### src/rtl/shifter_pkg.sv
// Shared definitions for the pipelined barrel shifter: operation codes and
// the helpers that spread the shift levels over the pipeline stages.
package shifter_pkg;

  localparam int OP_W = 3;

  localparam logic [OP_W-1:0] OP_SLL = 3'b000;
  localparam logic [OP_W-1:0] OP_SRL = 3'b001;
  localparam logic [OP_W-1:0] OP_SRA = 3'b010;
  localparam logic [OP_W-1:0] OP_ROL = 3'b011;
  localparam logic [OP_W-1:0] OP_ROR = 3'b100;

  // First shift level handled by stage s. Levels are split as evenly as
  // possible and the leading stages absorb the remainder, one extra each.
  function automatic int stage_first_level(int s, int nl, int ns);
    int base;
    int extra;
    base  = nl / ns;
    extra = nl % ns;
    return s * base + ((s < extra) ? s : extra);
  endfunction

  // Stage index that owns shift level l.
  function automatic int level_stage(int l, int nl, int ns);
    int st;
    st = 0;
    for (int s = 0; s < ns; s++) begin
      if (l >= stage_first_level(s, nl, ns)) st = s;
    end
    return st;
  endfunction

endpackage

### src/rtl/pipelined_shifter_shift_level.sv
// One combinational right-shift level of distance DIST. The vacated bits are
// filled with 'fill' (zero or sign), or with the wrapped-around low bits when
// rotating. Rotation hardware exists only when SHIFTER_ROTATE_EN is defined.
module shift_level #(
  parameter int WIDTH = 32,
  parameter int DIST  = 1
) (
  input  logic [WIDTH-1:0] data,
  input  logic             en,
  input  logic             fill,
  input  logic             rot,
  output logic [WIDTH-1:0] res
);

  logic [WIDTH-1:0] shifted;

  // Plain right shift with the selected fill bit
  assign shifted = {{DIST{fill}}, data[WIDTH-1:DIST]};

`ifdef SHIFTER_ROTATE_EN
  logic [WIDTH-1:0] rotated;

  // Right rotate: the low bits wrap to the top
  assign rotated = {data[DIST-1:0], data[WIDTH-1:DIST]};

  // Level applied only when this distance bit of the shift amount is set
  assign res = !en ? data : (rot ? rotated : shifted);
`else
  logic unused_rot;

  // Rotate select is meaningless without the rotate datapath
  assign unused_rot = rot;

  // Level applied only when this distance bit of the shift amount is set
  assign res = en ? shifted : data;
`endif

endmodule

### src/rtl/pipelined_shifter.sv
// Pipelined barrel shifter (SLL/SRL/SRA/ROL/ROR) with valid/ready on both
// sides. Left operations are done as bit-reverse -> right shift -> bit-reverse.
// The log2(WIDTH) shift levels are distributed over PIPE_STAGES registers and
// the last register drives the outputs directly.
// Optional feature: define SHIFTER_ROTATE_EN to build ROL/ROR; without it
// those opcodes are reported as illegal (data unshifted, out_err = 1).
module pipelined_shifter
  import shifter_pkg::*;
#(
  parameter int WIDTH       = 32,
  parameter int PIPE_STAGES = 2,
  parameter int TAG_W       = 5
) (
  input  logic                     clk,
  input  logic                     rst_n,
  input  logic                     in_valid,
  output logic                     in_ready,
  input  logic [WIDTH-1:0]         in_data,
  input  logic [$clog2(WIDTH)-1:0] in_shamt,
  input  logic [OP_W-1:0]          in_op,
  input  logic [TAG_W-1:0]         in_tag,
  output logic                     out_valid,
  input  logic                     out_ready,
  output logic [WIDTH-1:0]         out_data,
  output logic [TAG_W-1:0]         out_tag,
  output logic                     out_err
);

  localparam int SHW = $clog2(WIDTH);
  localparam int NL  = SHW;
  localparam int NS  = PIPE_STAGES;

  // Pipeline registers, one slot per stage
  logic [NS-1:0][WIDTH-1:0] data_reg;
  logic [NS-1:0][SHW-1:0]   shamt_reg;
  logic [NS-1:0][TAG_W-1:0] tag_reg;
  logic [NS-1:0]            fill_reg;
  logic [NS-1:0]            rot_reg;
  logic [NS-1:0]            rev_reg;
  logic [NS-1:0]            err_reg;
  logic [NS-1:0]            valid_reg;

  // Values presented to each stage (decoded input or previous register)
  logic [NS-1:0][WIDTH-1:0] st_data;
  logic [NS-1:0][SHW-1:0]   st_shamt;
  logic [NS-1:0][TAG_W-1:0] st_tag;
  logic [NS-1:0]            st_fill;
  logic [NS-1:0]            st_rot;
  logic [NS-1:0]            st_rev;
  logic [NS-1:0]            st_err;
  logic [NS-1:0]            st_valid;
  logic [NS-1:0][WIDTH-1:0] nxt_data;
  logic [NS-1:0]            adv;

  logic             in_legal;
  logic             in_left;
  logic             in_rot;
  logic [WIDTH-1:0] in_data_rev;
  logic             unused_ctrl;

  // Opcode decode: legality, direction and rotate selection
  always_comb begin
    in_legal = 1'b0;
    in_left  = 1'b0;
    in_rot   = 1'b0;
    case (in_op)
      OP_SLL: begin
        in_legal = 1'b1;
        in_left  = 1'b1;
      end
      OP_SRL, OP_SRA: in_legal = 1'b1;
`ifdef SHIFTER_ROTATE_EN
      OP_ROL: begin
        in_legal = 1'b1;
        in_left  = 1'b1;
        in_rot   = 1'b1;
      end
      OP_ROR: begin
        in_legal = 1'b1;
        in_rot   = 1'b1;
      end
`endif
      default: ;
    endcase
  end

  assign in_data_rev = {<<{in_data}};

  // Shift levels chained through the stages; a level that opens a stage
  // reads that stage's inputs, the others read the previous level.
  genvar gi;
  generate
    for (gi = 0; gi < NL; gi++) begin : g_level
      localparam int S = level_stage(gi, NL, NS);
      logic [WIDTH-1:0] src;
      logic [WIDTH-1:0] res;
      if (gi == stage_first_level(S, NL, NS)) begin : g_head
        assign src = st_data[S];
      end else begin : g_chain
        assign src = g_level[gi-1].res;
      end
      shift_level #(
        .WIDTH(WIDTH),
        .DIST (1 << gi)
      ) u_level (
        .data(src),
        .en  (st_shamt[S][gi]),
        .fill(st_fill[S]),
        .rot (st_rot[S]),
        .res (res)
      );
    end

    for (gi = 0; gi < NS; gi++) begin : g_stage
      localparam int LAST = stage_first_level(gi + 1, NL, NS) - 1;
      if (gi == 0) begin : g_in
        // Illegal ops get a zero distance so the operand passes unshifted
        assign st_data[gi]  = in_left ? in_data_rev : in_data;
        assign st_shamt[gi] = in_legal ? in_shamt : '0;
        assign st_fill[gi]  = (in_op == OP_SRA) & in_data[WIDTH-1];
        assign st_rot[gi]   = in_rot;
        assign st_rev[gi]   = in_left;
        assign st_err[gi]   = !in_legal;
        assign st_tag[gi]   = in_tag;
        assign st_valid[gi] = in_valid;
      end else begin : g_reg
        assign st_data[gi]  = data_reg[gi-1];
        assign st_shamt[gi] = shamt_reg[gi-1];
        assign st_fill[gi]  = fill_reg[gi-1];
        assign st_rot[gi]   = rot_reg[gi-1];
        assign st_rev[gi]   = rev_reg[gi-1];
        assign st_err[gi]   = err_reg[gi-1];
        assign st_tag[gi]   = tag_reg[gi-1];
        assign st_valid[gi] = valid_reg[gi-1];
      end
      if (gi == NS - 1) begin : g_out
        // Undo the input reversal before the output register
        logic [WIDTH-1:0] res_rev;
        assign res_rev      = {<<{g_level[LAST].res}};
        assign nxt_data[gi] = st_rev[gi] ? res_rev : g_level[LAST].res;
      end else begin : g_mid
        assign nxt_data[gi] = g_level[LAST].res;
      end
    end
  endgenerate

  // Stall chain: a stage advances when empty or when its successor advances
  always_comb begin
    logic a;
    adv = '0;
    a   = !valid_reg[NS-1] | out_ready;
    adv[NS-1] = a;
    for (int k = NS - 2; k >= 0; k--) begin
      a      = !valid_reg[k] | a;
      adv[k] = a;
    end
  end

  // Pipeline registers: advance as a unit per stage, payload only on valid
  always_ff @(posedge clk or negedge rst_n) begin
    if (!rst_n) begin
      data_reg  <= '0;
      shamt_reg <= '0;
      tag_reg   <= '0;
      fill_reg  <= '0;
      rot_reg   <= '0;
      rev_reg   <= '0;
      err_reg   <= '0;
      valid_reg <= '0;
    end else begin
      for (int k = 0; k < NS; k++) begin
        if (adv[k]) begin
          valid_reg[k] <= st_valid[k];
          if (st_valid[k]) begin
            data_reg[k]  <= nxt_data[k];
            shamt_reg[k] <= st_shamt[k];
            tag_reg[k]   <= st_tag[k];
            fill_reg[k]  <= st_fill[k];
            rot_reg[k]   <= st_rot[k];
            rev_reg[k]   <= st_rev[k];
            err_reg[k]   <= st_err[k];
          end
        end
      end
    end
  end

  // Control bits of the final stage and consumed distance bits are dead
  assign unused_ctrl = ^{shamt_reg, fill_reg, rot_reg, rev_reg};

  assign in_ready  = adv[0];
  assign out_valid = valid_reg[NS-1];
  assign out_data  = data_reg[NS-1];
  assign out_tag   = tag_reg[NS-1];
  assign out_err   = err_reg[NS-1];

endmodule
### config.mk
export PLATFORM = sky130hd
export DESIGN_NAME = pipelined_shifter
export DESIGN_NICKNAME = d
export VERILOG_FILES = /design/src/rtl/shifter_pkg.sv /design/src/rtl/pipelined_shifter_shift_level.sv /design/src/rtl/pipelined_shifter.sv
export SDC_FILE = /design/constraint.sdc
export NUM_CORES = 1
export LEC_CHECK = 0
export BUFFER_PORTS_ARGS = -buffer_cell sky130_fd_sc_hd__buf_2
export CAP_MARGIN = 10
export CORE_MARGIN = 4
export CORE_UTILIZATION = 38
export DETAILED_ROUTE_END_ITERATION = 6
export GPL_TIMING_DRIVEN = 0
export PLACE_DENSITY = 0.6
export RECOVER_POWER = 50
export SKIP_LAST_GASP = 1
export SYNTH_ARGS = -nofsm -noshare
export SYNTH_HDL_FRONTEND = slang
export SYNTH_HIERARCHICAL = 1
export SYNTH_SLANG_ARGS = --single-unit
### constraint.sdc
create_clock -name clk -period 2.1 [get_ports clk]
set_input_delay 0.42 -clock clk [delete_from_list [all_inputs] [get_ports clk]]
set_output_delay 0.42 -clock clk [all_outputs]
set_load 0.05 [all_outputs]
### Word-level counts from Yosys, hierarchy flattened

Index checks and enable logic that the tools add are counted.

| storage, ports and cells | value |
|---|---|
| register bits after elaboration | 85 |
| logic and storage cells | 33 |
| output and inout port bits | 40 |
| bits of input ports | 49 |

| cells by class | value |
|---|---|
| reductions and logical operators | 7 |
| bitwise logic cells | 3 |
| equal/unequal tests | 2 |
| mux-type cells | 10 |

Operators with widths:

| operator | number |
|---|---|
| $mux W32 | 7 |
| $mux W5 | 1 |
| $reduce_and A2 Y1 | 2 |
| $eq A3 B1 Y1 const B | 1 |
| $eq A3 B2 Y1 const B | 1 |
| $logic_not A1 Y1 | 3 |
| $logic_not A3 Y1 | 1 |
| $reduce_or A3 Y1 | 1 |
| $mux W1 | 2 |
| $or A1 B1 Y1 | 2 |
| $and A1 B1 Y1 | 1 |

### Longest topological paths before layout

| depth | value |
|---|---|
| depth after elaboration | 7 |
| depth in mapped cells | 8 |

### Hierarchy

Netlist, hierarchy kept.

Modules (own cells, without submodules):

| module | times used | cells an instance | area each (µm²) | sequential area each (µm²) |
|---|---|---|---|---|
| pipelined_shifter | 1 | 300 | 3,913.8 | 2,052.0 |
| shift_level at g_level[0].u_level ... | 4 | 36 | 544.3 | 0.0 |
| shift_level at g_level[4].u_level | 1 | 37 | 549.3 | 0.0 |

### Worst setup path after synthesis

Ideal clock, no wire load.

| path | value |
|---|---|
| path kind | input to register |
| start point | in in_op[1] |
| end point | reg data_reg (netlist bit g_level[3].src[4]) |
| path slack | -329 ps |
| path buffers | 1 |
| stages on the path | 7 |
| data arrival time | 2,301 ps |
| path through | nor3_4 -> buf_6 -> mux2_2 -> mux2_4 -> mux2_4 -> mux2_4 -> mux2_1 |

| on the way | value |
|---|---|
| elaborated cells on any way between the ends | 11 |
| those cells by class | eq/ne: 2; mux: 7; reduce/logical: 2 |

RTL lines:

| item | RTL line | RTL |
|---|---|---|
| start: declaration | pipelined_shifter.sv:20 | `input logic [OP_W-1:0] in_op,` |
| $logic_not A3 Y1 | pipelined_shifter.sv:66 | `case (in_op)` |
| $mux W1 | pipelined_shifter.sv:66 |  |
| $mux W32 | pipelined_shifter.sv:118 | `assign st_data[gi] = in_left ? in_data_rev : in_data;` |
| named net g_level[0].src[4] | pipelined_shifter.sv:95 | `logic [WIDTH-1:0] src;` |
| $mux W32 | pipelined_shifter_shift_level.sv:35 | `assign res = en ? shifted : data;` |
| named net g_level[0].res[4] | pipelined_shifter.sv:96 | `logic [WIDTH-1:0] res;` |
| $mux W32 | pipelined_shifter_shift_level.sv:35 |  |
| named net g_level[1].res[4] | pipelined_shifter.sv:96 |  |
| $mux W32 | pipelined_shifter_shift_level.sv:35 |  |
| named net g_level[2].res[4] | pipelined_shifter.sv:96 |  |
| end signal: indexed assignment | pipelined_shifter.sv:175 | `data_reg[k] <= nxt_data[k];` |
| end: declaration | pipelined_shifter.sv:34 | `logic [NS-1:0][WIDTH-1:0] data_reg;` |

The timed path passes the listed nets, and every way through them passes these cells.
A chain may end at the register's enable or synchronous reset.

### Final worst setup path

| path | value |
|---|---|
| start point | in in_op[1] |
| end point | reg data_reg (netlist bit g_level[3].src[17]) |

Same word-level chain as after synthesis.

==> flow_summary.toml <==
[floorplan]
core_area_sq_mm = 0.01718
start_util = 0.3864
io_pins = 89
std_cell_rows = 48
fp.dieH_um = 140.2
dieWidth_um = 140.2
dieArea_sq_mm = 0.01964

[status]
violations = "negative setup slack"
status = "finished with violations"

[detailed_routing]
vias = 4138
final_antenna_net_count = 0
drc_errors = 0
wl_per_cell_um = 17.19
first_iter_violations = 98
vias_per_cell = 5.065
wirelength_um = 14040
dr.pass1.iters = 4

[clock_network]
cts_hold_buf = 0
clk_path_buf_depth = 2
cts_sinks = 82
htreeDepth = 3
cts.clk_slew.worst_paths_ns = 0.06
tritoncts = "yes"
numCtsBuffers = 9
cts_root_buf = "clkbuf_16"
clkLatencyLatePin_ns = 0.33

[timing]
fin_crit_sh = 1.065
relSlewSlack = 0.3775
fin_ws_ns = -0.1368
min_period_ns = 2.237
hold_viol = 0
tightestPinTransition_ns = 0.9266
clock-skew-final_ns = 0.003732
setup_viol = 32
max_freq_ghz = 0.4471
maxSlewViolCount = 0
rsz0062_at_grt = "true"

[cells_and_area]
final_area_sq_mm = 0.008016
final_util = 0.4667
layout-drive-gt1-share = 0.6537
nets = 636
area_growth_pct = 20.80
n_antenna_cell = 0

[place]
place_congestion = 0.8120
pre_cts_ws_ns = -0.7478
dp_hpwl_um = 11740
dpl-instance-area_sq_mm = 0.007599
io_buffers = 88

[pwr]
p_per_area_mw_per_mm2 = 894.5
p_sw_frac = 0.3793
seqPwrFrac = 0.316
pwr-share-clk = 0.201
p_switching_w = 0.002720
p_leak_nw = 3.684
ir_worst_vdd_mv = 0.5786
p_int_w = 0.004451
combPwrFrac = 0.484

[yosys]
synth_cells = 480
yosys_warnings = 6
synthesis.nets = 529
synth_area_sq_mm = 0.006636
avgSynthCellArea_sq_um = 13.83

[critical_path]
cp.arrival_ns = 2.46
crit-reg2reg-capture = "out_data[27]"
reg2regPathDepth = 6
critical_path.startpoint_type = "input port"
r2r-start = "shamt_reg[3]"
worstSetupEndpointType = "flop"
cp.required_ns = 2.32
crit_fanout = 10
path_class = "input port to flop"
r2r_slack_ns = 0.35

[global_routing]
grt_pass1_vias = 4342
grt_start_max_net_pins = 47
antenna_found_initial = 0
grt_overflow = 0
grt_pass1_wl_um = 23030
grt_util_all_layers = 0.1433

[min_path]
hold_path_class = "input port to async pin"

[job]
max_cap_viol_count = 0
-- stage by stage --
step	total power, W	hold WS (ns)	std cells	setup TNS, ns
6_report	0.007171	0.2109	817	-3.411
5_1_grt	0.007543	0.2880	817	-4.518
4_1_cts	0.007261	0.05809	814	-3.481
3_5_place_dp	0.005774	0.4229	794	-22.83
3_3_place_gp	0.005686	0.4708	793	-22.07
2_1_floorplan	0.004981	0.1244	480	-9.829
-- metal layers --
metal	part of all wire	global-route usage	up-vias	wire, um
met5	0	0	-	0
li1	-	-	2012	-
met4	0.017	0.04640	0	233
met2	0.50	0.2543	94	7052
met3	0.039	0.02185	17	547
met1	0.44	0.1781	2015	6211
-- worst max-delay path, cell delays in order --
cell	delay, ns
buf_8	0.10
nor3_4	0.20
buf_12	0.16
buf_12	0.14
mux2_4	0.31
mux2_4	0.28
mux2_4	0.29
mux2_4	0.27
mux2_4	0.26
-- final cells by class --
| cell class | instances | area (sq um) |
|---|---|---|
| fillers | 1582 | 9160 |
| multi-input cells | 352 | 4305 |
| flip-flops and latches | 82 | 2052 |
| plain buffers | 46 | 555.5 |
| repair buffers | 96 | 549.3 |
| well taps | 225 | 281.5 |
| clock buffers | 11 | 242.7 |
| clock inverters | 5 | 30.03 |
-- power groups by stage --
| stage | logic (W) | clock network [W] | registers, W |
|---|---|---|---|
| 6_report | 0.00347 | 0.00144 | 0.00226 |
| 5_1_grt | 0.00369 | 0.00154 | 0.00232 |
| 4_1_cts | 0.00352 | 0.00148 | 0.00227 |
| 3_5_place_dp | 0.00348 | 0 | 0.00229 |
| 3_3_place_gp | 0.00342 | 0 | 0.00227 |
| 2_1_floorplan | 0.00196 | 0 | 0.00302 |
-- timing repair --
| action | 4_1_cts | 5_1_grt |
|---|---|---|
| cloned | 1 | 0 |
| resized for setup | 20 | 0 |
| pin swaps | 1 | 0 |
| buffers inserted | 3 | 3 |
| setup endpoints to repair | 32 | 32 |
-- cell usage in the layout (no fill, tap or decap), types with 5 or more instances in the layout --
master and n:
mux2_4 214, buf_2 97, dfrtp_1 82, a21oi_1 33, a31oi_1 33, mux2i_1 32
buf_12 19, mux2_2 15, buf_6 10, clkbuf_16 9, mux2_1 8, buf_4 7
clkbuf_1 5
-- worst max path at each step --
stage          cells past startpoint            endpoint     start  slack [ns]
5_1_grt                            9  g_level[3].src[19]  in_op[1]       -0.17
2_1_floorplan                      7  g_level[3].src[10]  in_op[2]       -0.32
3_3_place_gp                       9  g_level[3].src[20]  in_op[0]       -0.73
3_5_place_dp                       9  g_level[3].src[19]  in_op[0]       -0.75
6_report                           9  g_level[3].src[17]  in_op[1]       -0.14
4_1_cts                            9  g_level[3].src[17]  in_op[1]       -0.14
(Power assumes the default switching activity.)
